### src/rtl/fifo_wr_arbiter_if.sv
// Bundle between the producers, the round-robin write arbiter and the FIFO write side.
// Carries err_cnt only when FIFO_ARB_ERR_CNT_EN is defined.
interface fifo_wr_arbiter_if #(
  parameter int NUM_REQ    = 4,
  parameter int FIFO_WIDTH = 16
);
  logic [NUM_REQ-1:0]            req;
  logic [NUM_REQ-1:0]            req_last;
  logic [NUM_REQ*FIFO_WIDTH-1:0] req_data;
  logic [NUM_REQ-1:0]            gnt;
  logic [NUM_REQ-1:0]            ack;
  logic                          err;
  logic                          fifo_wr_en;
  logic [FIFO_WIDTH-1:0]         fifo_data_in;
  logic                          fifo_full;
  logic                          fifo_wr_ack;
  logic                          fifo_overflow;
`ifdef FIFO_ARB_ERR_CNT_EN
  logic [7:0]                    err_cnt;

  modport master (
    input  req, req_last, req_data, fifo_full, fifo_wr_ack, fifo_overflow,
    output gnt, ack, err, fifo_wr_en, fifo_data_in, err_cnt
  );
  modport slave (
    output req, req_last, req_data, fifo_full, fifo_wr_ack, fifo_overflow,
    input  gnt, ack, err, fifo_wr_en, fifo_data_in, err_cnt
  );
`else
  modport master (
    input  req, req_last, req_data, fifo_full, fifo_wr_ack, fifo_overflow,
    output gnt, ack, err, fifo_wr_en, fifo_data_in
  );
  modport slave (
    output req, req_last, req_data, fifo_full, fifo_wr_ack, fifo_overflow,
    input  gnt, ack, err, fifo_wr_en, fifo_data_in
  );
`endif
endinterface

### src/rtl/fifo_wr_arbiter.sv
// Round-robin write-port arbiter in front of a synchronous FIFO, with packet lock and
// wr_ack routing. Optional saturating fault counter enabled by FIFO_ARB_ERR_CNT_EN.
module fifo_wr_arbiter #(
  parameter int NUM_REQ    = 4,
  parameter int FIFO_WIDTH = 16
) (
  input  logic              clk,
  input  logic              rst_n,
  fifo_wr_arbiter_if.master bus
);
  localparam int PTR_W = $clog2(NUM_REQ);

  typedef enum logic {IDLE, LOCK} state_t;

  state_t             state_q, state_d;
  logic [PTR_W-1:0]   rr_ptr_q, rr_ptr_d;
  logic [PTR_W-1:0]   owner_q, owner_d;
  logic [PTR_W-1:0]   sel;
  logic               found;
  logic [NUM_REQ-1:0] gnt;
  logic [NUM_REQ-1:0] gnt_q;
  int                 idx;

  function automatic logic [PTR_W-1:0] inc_wrap(input logic [PTR_W-1:0] p);
    if (int'(p) == NUM_REQ - 1) return '0;
    return p + 1'b1;
  endfunction

  // NOTE: every signal written here gets a default first, so no path can infer a latch.
  always_comb begin
    state_d  = state_q;
    rr_ptr_d = rr_ptr_q;
    owner_d  = owner_q;
    sel      = '0;
    found    = 1'b0;
    idx      = 0;
    gnt      = '0;

    // No grant at all while in reset or while the FIFO reports full.
    if (rst_n && !bus.fifo_full) begin
      if (state_q == IDLE) begin
        for (int k = 0; k < NUM_REQ; k++) begin
          idx = int'(rr_ptr_q) + k;
          if (idx >= NUM_REQ) idx = idx - NUM_REQ;
          if (!found && bus.req[idx]) begin
            found = 1'b1;
            sel   = PTR_W'(idx);
          end
        end
      end else begin
        sel   = owner_q;
        found = bus.req[owner_q];
      end
    end

    if (found) begin
      gnt[sel] = 1'b1;
      if (state_q == IDLE) begin
        if (bus.req_last[sel]) begin
          rr_ptr_d = inc_wrap(sel);
        end else begin
          state_d = LOCK;
          owner_d = sel;
        end
      end else if (bus.req_last[sel]) begin
        state_d  = IDLE;
        rr_ptr_d = inc_wrap(owner_q);
      end
    end
  end

  always_comb begin
    bus.fifo_data_in = '0;
    if (found) bus.fifo_data_in = bus.req_data[int'(sel)*FIFO_WIDTH +: FIFO_WIDTH];
  end

  assign bus.gnt        = gnt;
  assign bus.fifo_wr_en = |gnt;

  // NOTE: sequential state uses non-blocking assignments; reset is sampled on the clock edge.
  always_ff @(posedge clk) begin
    if (!rst_n) begin
      state_q  <= IDLE;
      rr_ptr_q <= '0;
      owner_q  <= '0;
      gnt_q    <= '0;
    end else begin
      state_q  <= state_d;
      rr_ptr_q <= rr_ptr_d;
      owner_q  <= owner_d;
      gnt_q    <= gnt;
    end
  end

  // The FIFO's wr_ack/overflow are already registered and line up with gnt_q, so the
  // response is one cycle after the grant without a further flop stage.
  assign bus.ack = (rst_n && bus.fifo_wr_ack) ? gnt_q : '0;
  assign bus.err = rst_n && (((|gnt_q) != bus.fifo_wr_ack) || bus.fifo_overflow);

`ifdef FIFO_ARB_ERR_CNT_EN
  logic [7:0] err_cnt_q;

  always_ff @(posedge clk) begin
    if (!rst_n)                           err_cnt_q <= '0;
    else if (bus.err && err_cnt_q != 8'hFF) err_cnt_q <= err_cnt_q + 8'd1;
  end

  assign bus.err_cnt = err_cnt_q;
`endif
endmodule

### src/flat_wrapper.sv
// flat-port wrapper written by rule: the top's interface ports become plain ports
module fifo_wr_arbiter_flat 
#(
  parameter int NUM_REQ    = 4,
  parameter int FIFO_WIDTH = 16
)
  (clk, rst_n, bus_req, bus_req_last, bus_req_data, bus_fifo_full, bus_fifo_wr_ack, bus_fifo_overflow, bus_gnt, bus_ack, bus_err, bus_fifo_wr_en, bus_fifo_data_in);
  fifo_wr_arbiter_if #(.NUM_REQ(NUM_REQ), .FIFO_WIDTH(FIFO_WIDTH)) bus_i ();
  input  logic clk;
  input  logic rst_n;
  input wire logic [$bits(bus_i.req)-1:0] bus_req;
  input wire logic [$bits(bus_i.req_last)-1:0] bus_req_last;
  input wire logic [$bits(bus_i.req_data)-1:0] bus_req_data;
  input wire logic [$bits(bus_i.fifo_full)-1:0] bus_fifo_full;
  input wire logic [$bits(bus_i.fifo_wr_ack)-1:0] bus_fifo_wr_ack;
  input wire logic [$bits(bus_i.fifo_overflow)-1:0] bus_fifo_overflow;
  output wire logic [$bits(bus_i.gnt)-1:0] bus_gnt;
  output wire logic [$bits(bus_i.ack)-1:0] bus_ack;
  output wire logic [$bits(bus_i.err)-1:0] bus_err;
  output wire logic [$bits(bus_i.fifo_wr_en)-1:0] bus_fifo_wr_en;
  output wire logic [$bits(bus_i.fifo_data_in)-1:0] bus_fifo_data_in;
  assign bus_i.req = bus_req;
  assign bus_i.req_last = bus_req_last;
  assign bus_i.req_data = bus_req_data;
  assign bus_i.fifo_full = bus_fifo_full;
  assign bus_i.fifo_wr_ack = bus_fifo_wr_ack;
  assign bus_i.fifo_overflow = bus_fifo_overflow;
  assign bus_gnt = bus_i.gnt;
  assign bus_ack = bus_i.ack;
  assign bus_err = bus_i.err;
  assign bus_fifo_wr_en = bus_i.fifo_wr_en;
  assign bus_fifo_data_in = bus_i.fifo_data_in;
  fifo_wr_arbiter #(.NUM_REQ(NUM_REQ), .FIFO_WIDTH(FIFO_WIDTH)) u_core (.clk(clk), .rst_n(rst_n), .bus(bus_i));
endmodule
### config.mk
export PLATFORM = sky130hd
export DESIGN_NAME = fifo_wr_arbiter_flat
export DESIGN_NICKNAME = d
export VERILOG_FILES = /design/src/rtl/fifo_wr_arbiter_if.sv /design/src/rtl/fifo_wr_arbiter.sv /design/src/flat_wrapper.sv
export SDC_FILE = /design/constraint.sdc
export NUM_CORES = 1
export LEC_CHECK = 0
export ABC_CLOCK_PERIOD_IN_PS = 4019
export BUFFER_PORTS_ARGS = -buffer_cell sky130_fd_sc_hd__buf_4
export CELL_PAD_IN_SITES_DETAIL_PLACEMENT = 0
export CELL_PAD_IN_SITES_GLOBAL_PLACEMENT = 1
export CORE_MARGIN = 5
export CORE_UTILIZATION = 27
export CTS_CLUSTER_DIAMETER = 200
export DETAILED_ROUTE_END_ITERATION = 8
export PLACE_DENSITY_LB_ADDON = 0.15
export SYNTH_ARGS = -nofsm -noshare
export SYNTH_HDL_FRONTEND = slang
export SYNTH_SLANG_ARGS = --single-unit
export TNS_END_PERCENT = 5
### constraint.sdc
create_clock -name clk -period 4.02 [get_ports clk]
set_clock_uncertainty 0.1 [all_clocks]
set_input_delay 1.206 -clock clk [delete_from_list [all_inputs] [get_ports clk]]
set_output_delay 1.206 -clock clk [all_outputs]
set_load 0.01 [all_outputs]
Yosys cells after proc, flatten, opt, wreduce, memory -nomap -nowiden
Cells that the tools add are included.
{"block": "word_totals", "register_bits": 9, "inputBits": 77, "out_inout_bits": 26, "elab_cells": 113}
{"block": "classes", "n_addsub": 9, "order_cmp": 11, "eq_ne": 3, "n_shift": 1, "mux": 67, "bitwise": 2, "reduce_logical": 16}
{"operator": "2-to-1 mux 32 bit", "count": 12}
{"operator": "less-than comparator 32 x 4 -> 1 bit (second input constant)", "count": 4}
{"operator": "greater-or-equal comparator 32 x 4 -> 1 bit (second input constant)", "count": 3}
{"operator": "subtractor 32 x 4 -> 32 bit (second input constant)", "count": 3}
{"operator": "variable part select 64 x 7 -> 16 bit", "count": 1}
{"operator": "2-to-1 mux 1 bit", "count": 32}
{"operator": "2-to-1 mux 2 bit", "count": 13}
{"operator": "2-to-1 mux 16 bit", "count": 1}
{"operator": "binary-select mux 1 bit (select 2 bit)", "count": 6}
{"operator": "2-to-1 mux 4 bit", "count": 2}
{"operator": "OR reduction 4 bit", "count": 2}
{"operator": "logical AND 1 bit", "count": 7}
{"operator": "adder 2 x 2 -> 3 bit (second input constant)", "count": 2}
{"operator": "less-than comparator 2 x 3 -> 1 bit (second input constant)", "count": 2}
{"operator": "adder 2 x 1 -> 2 bit (second input constant)", "count": 2}
{"operator": "equality test 2 x 1 -> 1 bit (second input constant)", "count": 2}
{"operator": "zero test 1 bit", "count": 4}
{"operator": "subtractor 2 x 3 -> 4 bit (second input constant)", "count": 1}
{"operator": "adder 2 x 1 -> 3 bit (second input constant)", "count": 1}
{"operator": "greater-or-equal comparator 2 x 3 -> 1 bit (second input constant)", "count": 1}
{"operator": "AND reduction 3 bit", "count": 1}
{"operator": "demux 1 bit (select 2 bit)", "count": 1}
{"operator": "greater-or-equal comparator 2 x 1 -> 1 bit (second input constant)", "count": 1}
{"operator": "inverter 1 bit", "count": 2}
{"operator": "3 further kinds", "count": 3}

Logic depth before layout (Yosys ltp)
{"block": "depth", "word_depth": 33, "mapped_depth": 12, "ltp_nobuf": 9}

Worst setup path after synthesis
No wires, ideal clock.
{"block": "synth_timing", "path_type": "input to output", "start": "input port bus_fifo_full", "end": "output port bus_fifo_data_in[10]", "t_arrival_ps": 2739, "t_required_ps": 2714, "slack_ps": -25, "stages": 7, "n_path_buf": 2, "path_cell_list": "and2b_4 > nand2b_4 > o31ai_4 > buf_6 > buf_6 > nand2_1 > a311oi_1"}
{"block": "synth_via", "elab_chain_cells": 5, "elab_cells_between_ends": 6, "classes_between": "shift (1); mux (3); reduce/logical (2)"}
{"item": "from (decl)", "line_no": "flat_wrapper.sv:14", "rtl": "input wire logic [$bits(bus_i.fifo_full)-1:0] bus_fifo_full;"}
{"item": "zero test 1 bit (*)", "line_no": "fifo_wr_arbiter.sv:40", "rtl": "if (rst_n && !bus.fifo_full) begin"}
{"item": "logical AND 1 bit (*)", "line_no": "fifo_wr_arbiter.sv:40"}
{"item": "2-to-1 mux 2 bit", "line_no": "fifo_wr_arbiter.sv:40"}
{"item": "variable part select 64 x 7 -> 16 bit", "line_no": "fifo_wr_arbiter.sv:74", "rtl": "if (found) bus.fifo_data_in = bus.req_data[int'(sel)*FIFO_WIDTH +: FIFO_WIDTH];"}
{"item": "2-to-1 mux 16 bit (*)", "line_no": "fifo_wr_arbiter.sv:74"}
{"item": "to (decl)", "line_no": "flat_wrapper.sv:21", "rtl": "output wire logic [$bits(bus_i.fifo_data_in)-1:0] bus_fifo_data_in;"}
Mark *: on every way between the ends. The rest lies on a longest branch, timed or not.

Worst setup path after layout
{"block": "layout_timing", "start": "input port bus_req[0]", "end": "output port bus_fifo_data_in[8]"}
{"block": "layout_via", "elab_chain_cells": 23, "elab_cells_between_ends": 40, "classes_between": "shift (1); mux (33); reduce/logical (6)"}
{"item": "from (decl)", "line_no": "flat_wrapper.sv:11", "rtl": "input wire logic [$bits(bus_i.req)-1:0] bus_req;"}
{"item": "binary-select mux 1 bit (select 2 bit)", "line_no": "fifo_wr_arbiter.sv:45", "rtl": "if (!found && bus.req[idx]) begin"}
{"item": "2-to-1 mux 1 bit (implied by the code) (2 in series)", "line_no": "fifo_wr_arbiter.sv:45"}
{"item": "2-to-1 mux 1 bit", "line_no": "fifo_wr_arbiter.sv:45"}
{"item": "2-to-1 mux 1 bit", "line_no": "fifo_wr_arbiter.sv:41", "rtl": "if (state_q == IDLE) begin"}
{"item": "2-to-1 mux 1 bit", "line_no": "fifo_wr_arbiter.sv:40"}
{"item": "zero test 1 bit", "line_no": "fifo_wr_arbiter.sv:45"}
{"item": "logical AND 1 bit", "line_no": "fifo_wr_arbiter.sv:45"}
{"item": "2-to-1 mux 1 bit", "line_no": "fifo_wr_arbiter.sv:45"}
{"item": "[... 6 more ...]"}
{"item": "2-to-1 mux 1 bit", "line_no": "fifo_wr_arbiter.sv:40"}
{"item": "zero test 1 bit", "line_no": "fifo_wr_arbiter.sv:45"}
{"item": "logical AND 1 bit", "line_no": "fifo_wr_arbiter.sv:45"}
{"item": "2-to-1 mux 2 bit", "line_no": "fifo_wr_arbiter.sv:45"}
{"item": "2-to-1 mux 2 bit", "line_no": "fifo_wr_arbiter.sv:41"}
{"item": "2-to-1 mux 2 bit", "line_no": "fifo_wr_arbiter.sv:40"}
{"item": "variable part select 64 x 7 -> 16 bit", "line_no": "fifo_wr_arbiter.sv:74"}
{"item": "2-to-1 mux 16 bit (*)", "line_no": "fifo_wr_arbiter.sv:74"}
Mark *: on every way between the ends. The rest lies on a longest branch, timed or not. The select of a mux whose other input is x is not followed.

==> results by group <==
Run status
  • Outcome: finished with violations
  • Failing checks: setup timing

Drt
  • Post-DR vias/cell: 4.87
  • DR WL/cell: 14.2 µm
  • Drt pass-1 iters: 4
  • Antenna-violating nets left: 0
  • Vias: 1883
  • Routed WL: 5490 µm
  • Detailed Route Iter0 Violations: 36
  • Drc violations: 0

Placed design
  • Buffers added on ports: 102
  • DP HPWL: 4090 µm
  • Routability cong.: 0.749
  • Placed cell area: 2410 µm²

Pwr
  • Power Density: 148 nW/µm²
  • Leakage: 1.36 nW
  • Maximum VDD drop: 119 µV

Synthesis
  • Mean Syn Cell Area: 7.63 µm²
  • Library cells used by synthesis: 45
  • Post-synthesis xor/xnor area fraction: 0.642%
  • Async S/R FF share, synth: 0%
  • Synth Area in Simple Gates: 30.2%
  • Seq cells post-synth: 9
  • Largest family of logic cells by synthesized area: compound AO/OA/AOI/OAI gates
  • Seq/Total Area, Yosys: 13.2%
  • Post-synth top area share: 13.2%
  • Cell taking the most area after synthesis: dfxtp_1
  • Syn Nets: 259
  • EDFF count, synth: 0
  • Adder-Cell Fraction of Synth Area: 2.75%
  • Dominant cells by area after synthesis: dfxtp_1 13%, nand2_1 12%, a311oi_1 10%, a211oi_2 8.2%, and2_1 7.8%
  • Cell Area, Synth: 1370 µm²
  • Post-Synthesis Cells: 179
  • Main synth FF type: dfxtp_1
  • Ys Warns: 0
  • Commonest cells in the netlist: 42 x nand2_1, 17 x and2_1, 16 x a311oi_1, 11 x nor2_1
  • Most numerous cell in the Yosys netlist: nand2_1
  • Fraction of the mapped netlist area in compound gates: 36.1%
  • Multiplexer share of the synthesized area: 6.51%

Floorplanning
  • # IOs: 103
  • Starting density of the core: 28.3%
  • Rows: 25
  • Die area: 6580 µm²
  • Die X-Extent: 81.1 µm
  • Core area: 4820 µm²
  • Die Ht: 81.1 µm

Clock tree
  • Clock-pin slew on the worst setup and hold paths: 40 ps
  • TritonCTS clock tree: built
  • Clk_lat worst skew: 230 ps
  • Clock buffer depth: 2
  • Hold_buf cts: 0
  • Total CTS buffers: 3
  • Htree depth: 1
  • Num Clock Sinks: 9
  • Root Buffer: clkbuf_8

STA
  • Final Setup Violations: 20
  • Hold WS: 428 ps
  • Slew HR: 64.6%
  • Slew Limit Fails: 0
  • RSZ-0062 raised after global routing: yes
  • Fin crit share: 103%
  • Final worst slack: -123 ps
  • Max frequency: 241 MHz
  • Setup TNS: -1270 ps
  • Worst-margin pin slew: 523 ps
  • Final hold violations: 0
  • Post-layout min period: 4140 ps

Layout
  • N_diodes: 0
  • Fin nets: 401
  • Fraction of layout cells with a size suffix above 1: 65.0%
  • Final core occ: 60.4%
  • Cell area after layout: 2910 µm²
  • Area Growth Syn to Fin: 113%

Global routing
  • First-pass GRT wire length: 7950 µm
  • Overflow after GRT: 0
  • Largest net degree at the start of global routing: 19
  • Vias in the first global route: 1731
  • Initial antenna violation count: 0
  • Global Route Usage Sum: 15.1%

Critical path
  • Critical path endpoint category: output port
  • Crit-path max FO: 8
  • WP data required: 2710 ps
  • Kind of critical path: primary input to output port
  • Critical path arrival: 2840 ps
  • CP Launch Type: primary input

Run
  • Max-Cap Viols: 0

Worst hold path
  • Hold Path Class: flop to flop
cell families (layout without fill, tap and decap cells):
kind of cell,count (synthesis),count (layout)
adders and majority gates,3,3
AOI/OAI and AO/OA,52,52
xor gates and xnor gates,1,1
muxes,7,7
buffers and inverters,22,163
DFF,9,9
and+or+nand+nor,85,85
path summary, 6_finish.rpt:
path / start / to / slack, ps / cells after the start
worst max-delay path: bus_req[0] / bus_fifo_data_in[8] / -120 / 10
worst min register to register: u_core.rr_ptr_q[0]$_SDFFE_PN0P_ / u_core.rr_ptr_q[0]$_SDFFE_PN0P_ / 430 / 2
worst min-delay path: u_core.rr_ptr_q[0]$_SDFFE_PN0P_ / u_core.rr_ptr_q[0]$_SDFFE_PN0P_ / 430 / 2
worst max register to register: u_core.rr_ptr_q[1]$_SDFFE_PN0P_ / u_core.rr_ptr_q[1]$_SDFFE_PN0P_ / 1540 / 9
per-layer routing:
metal  global-route usage [%]  wire [µm]  vias up
li1                         -          -      949
met1                     19.4       2310      858
met2                     26.2       2690       72
met3                     3.44        461        4
met4                     2.03         24        0
met5                        0          0        -
through the flow:
step / cells / power [mW] / setup WS (ps)
final: 387 / 0.431 / -123
after global routing: 387 / 0.462 / -184
after CTS: 369 / 0.413 / -107
after detailed placement: 360 / 0.293 / -180
after global placement: 360 / 0.293 / -193
after floorplan: 179 / 0.180 / 41.3
cells in the final DEF, fill, tap and decap left out, drive strengths merged:
| master | instances |
|---|---|
| nor4 | 2 |
| xnor2 | 1 |
| mux2 | 2 |
| o211ai | 1 |
| nand2 | 42 |
| o311ai | 2 |
| clkbuf | 6 |
| inv | 7 |
| nor3 | 1 |
| nand4b | 1 |
| o32ai | 1 |
| and3 | 4 |
| mux4 | 1 |
| buf | 150 |
| and2b | 1 |
| o2111ai | 1 |
| o31ai | 1 |
| ha | 3 |
| dfxtp | 9 |
| o21a | 1 |
| nand3 | 2 |
| nand2b | 2 |
| nor2 | 11 |
| o22ai | 2 |
| o41ai | 1 |
| a21boi | 1 |
| and2 | 17 |
| or4 | 1 |
| o211a | 1 |
| nor3b | 1 |
| o21ai | 4 |
| a31oi | 3 |
| mux2i | 4 |
| a31o | 1 |
| a311oi | 16 |
| a211oi | 16 |
report_power, final:
group          leakage [nW]  total (mW)  internal, mW  switching (mW)
clock network        0.0228       0.103        0.0689          0.0336
registers            0.0732      0.0976        0.0927         0.00489
logic                  1.26       0.231         0.141          0.0896
flip-flops by register name, summed over array words and instances (netlist names):
signal,flops
u_core.gnt_q,4
u_core.rr_ptr_q,2
u_core.owner_q,2
u_core.state_q,1
worst max-delay path, cell delays in order:
cell	delay (ps)
buf_8	110
nand4b_1	100
o21ai_2	80
o41ai_2	400
and2_4	300
buf_12	140
buf_8	120
a211oi_2	40
a311oi_2	190
buf_4	160
what timing repair did:
action / CTS / global route
endpoints found under the hold margin: 0 / 0
cloned: 2 / 2
setup endpoints to repair: 20 / 21
gates resized for setup: 21 / 30
buffers inserted: 3 / 16
pin swaps: 32 / 13
cell type report:
| type | count | area [µm²] |
|---|---|---|
| Inverter | 7 | 28.8 |
| Clock buffer | 4 | 45.0 |
| Fill cell | 446 | 1910 |
| Sequential cell | 9 | 180 |
| Tap cell | 67 | 83.8 |
| Multi-Input combinational cell | 148 | 1180 |
| Timing Repair Buffer | 152 | 1390 |
(Power assumes the default switching activity.)
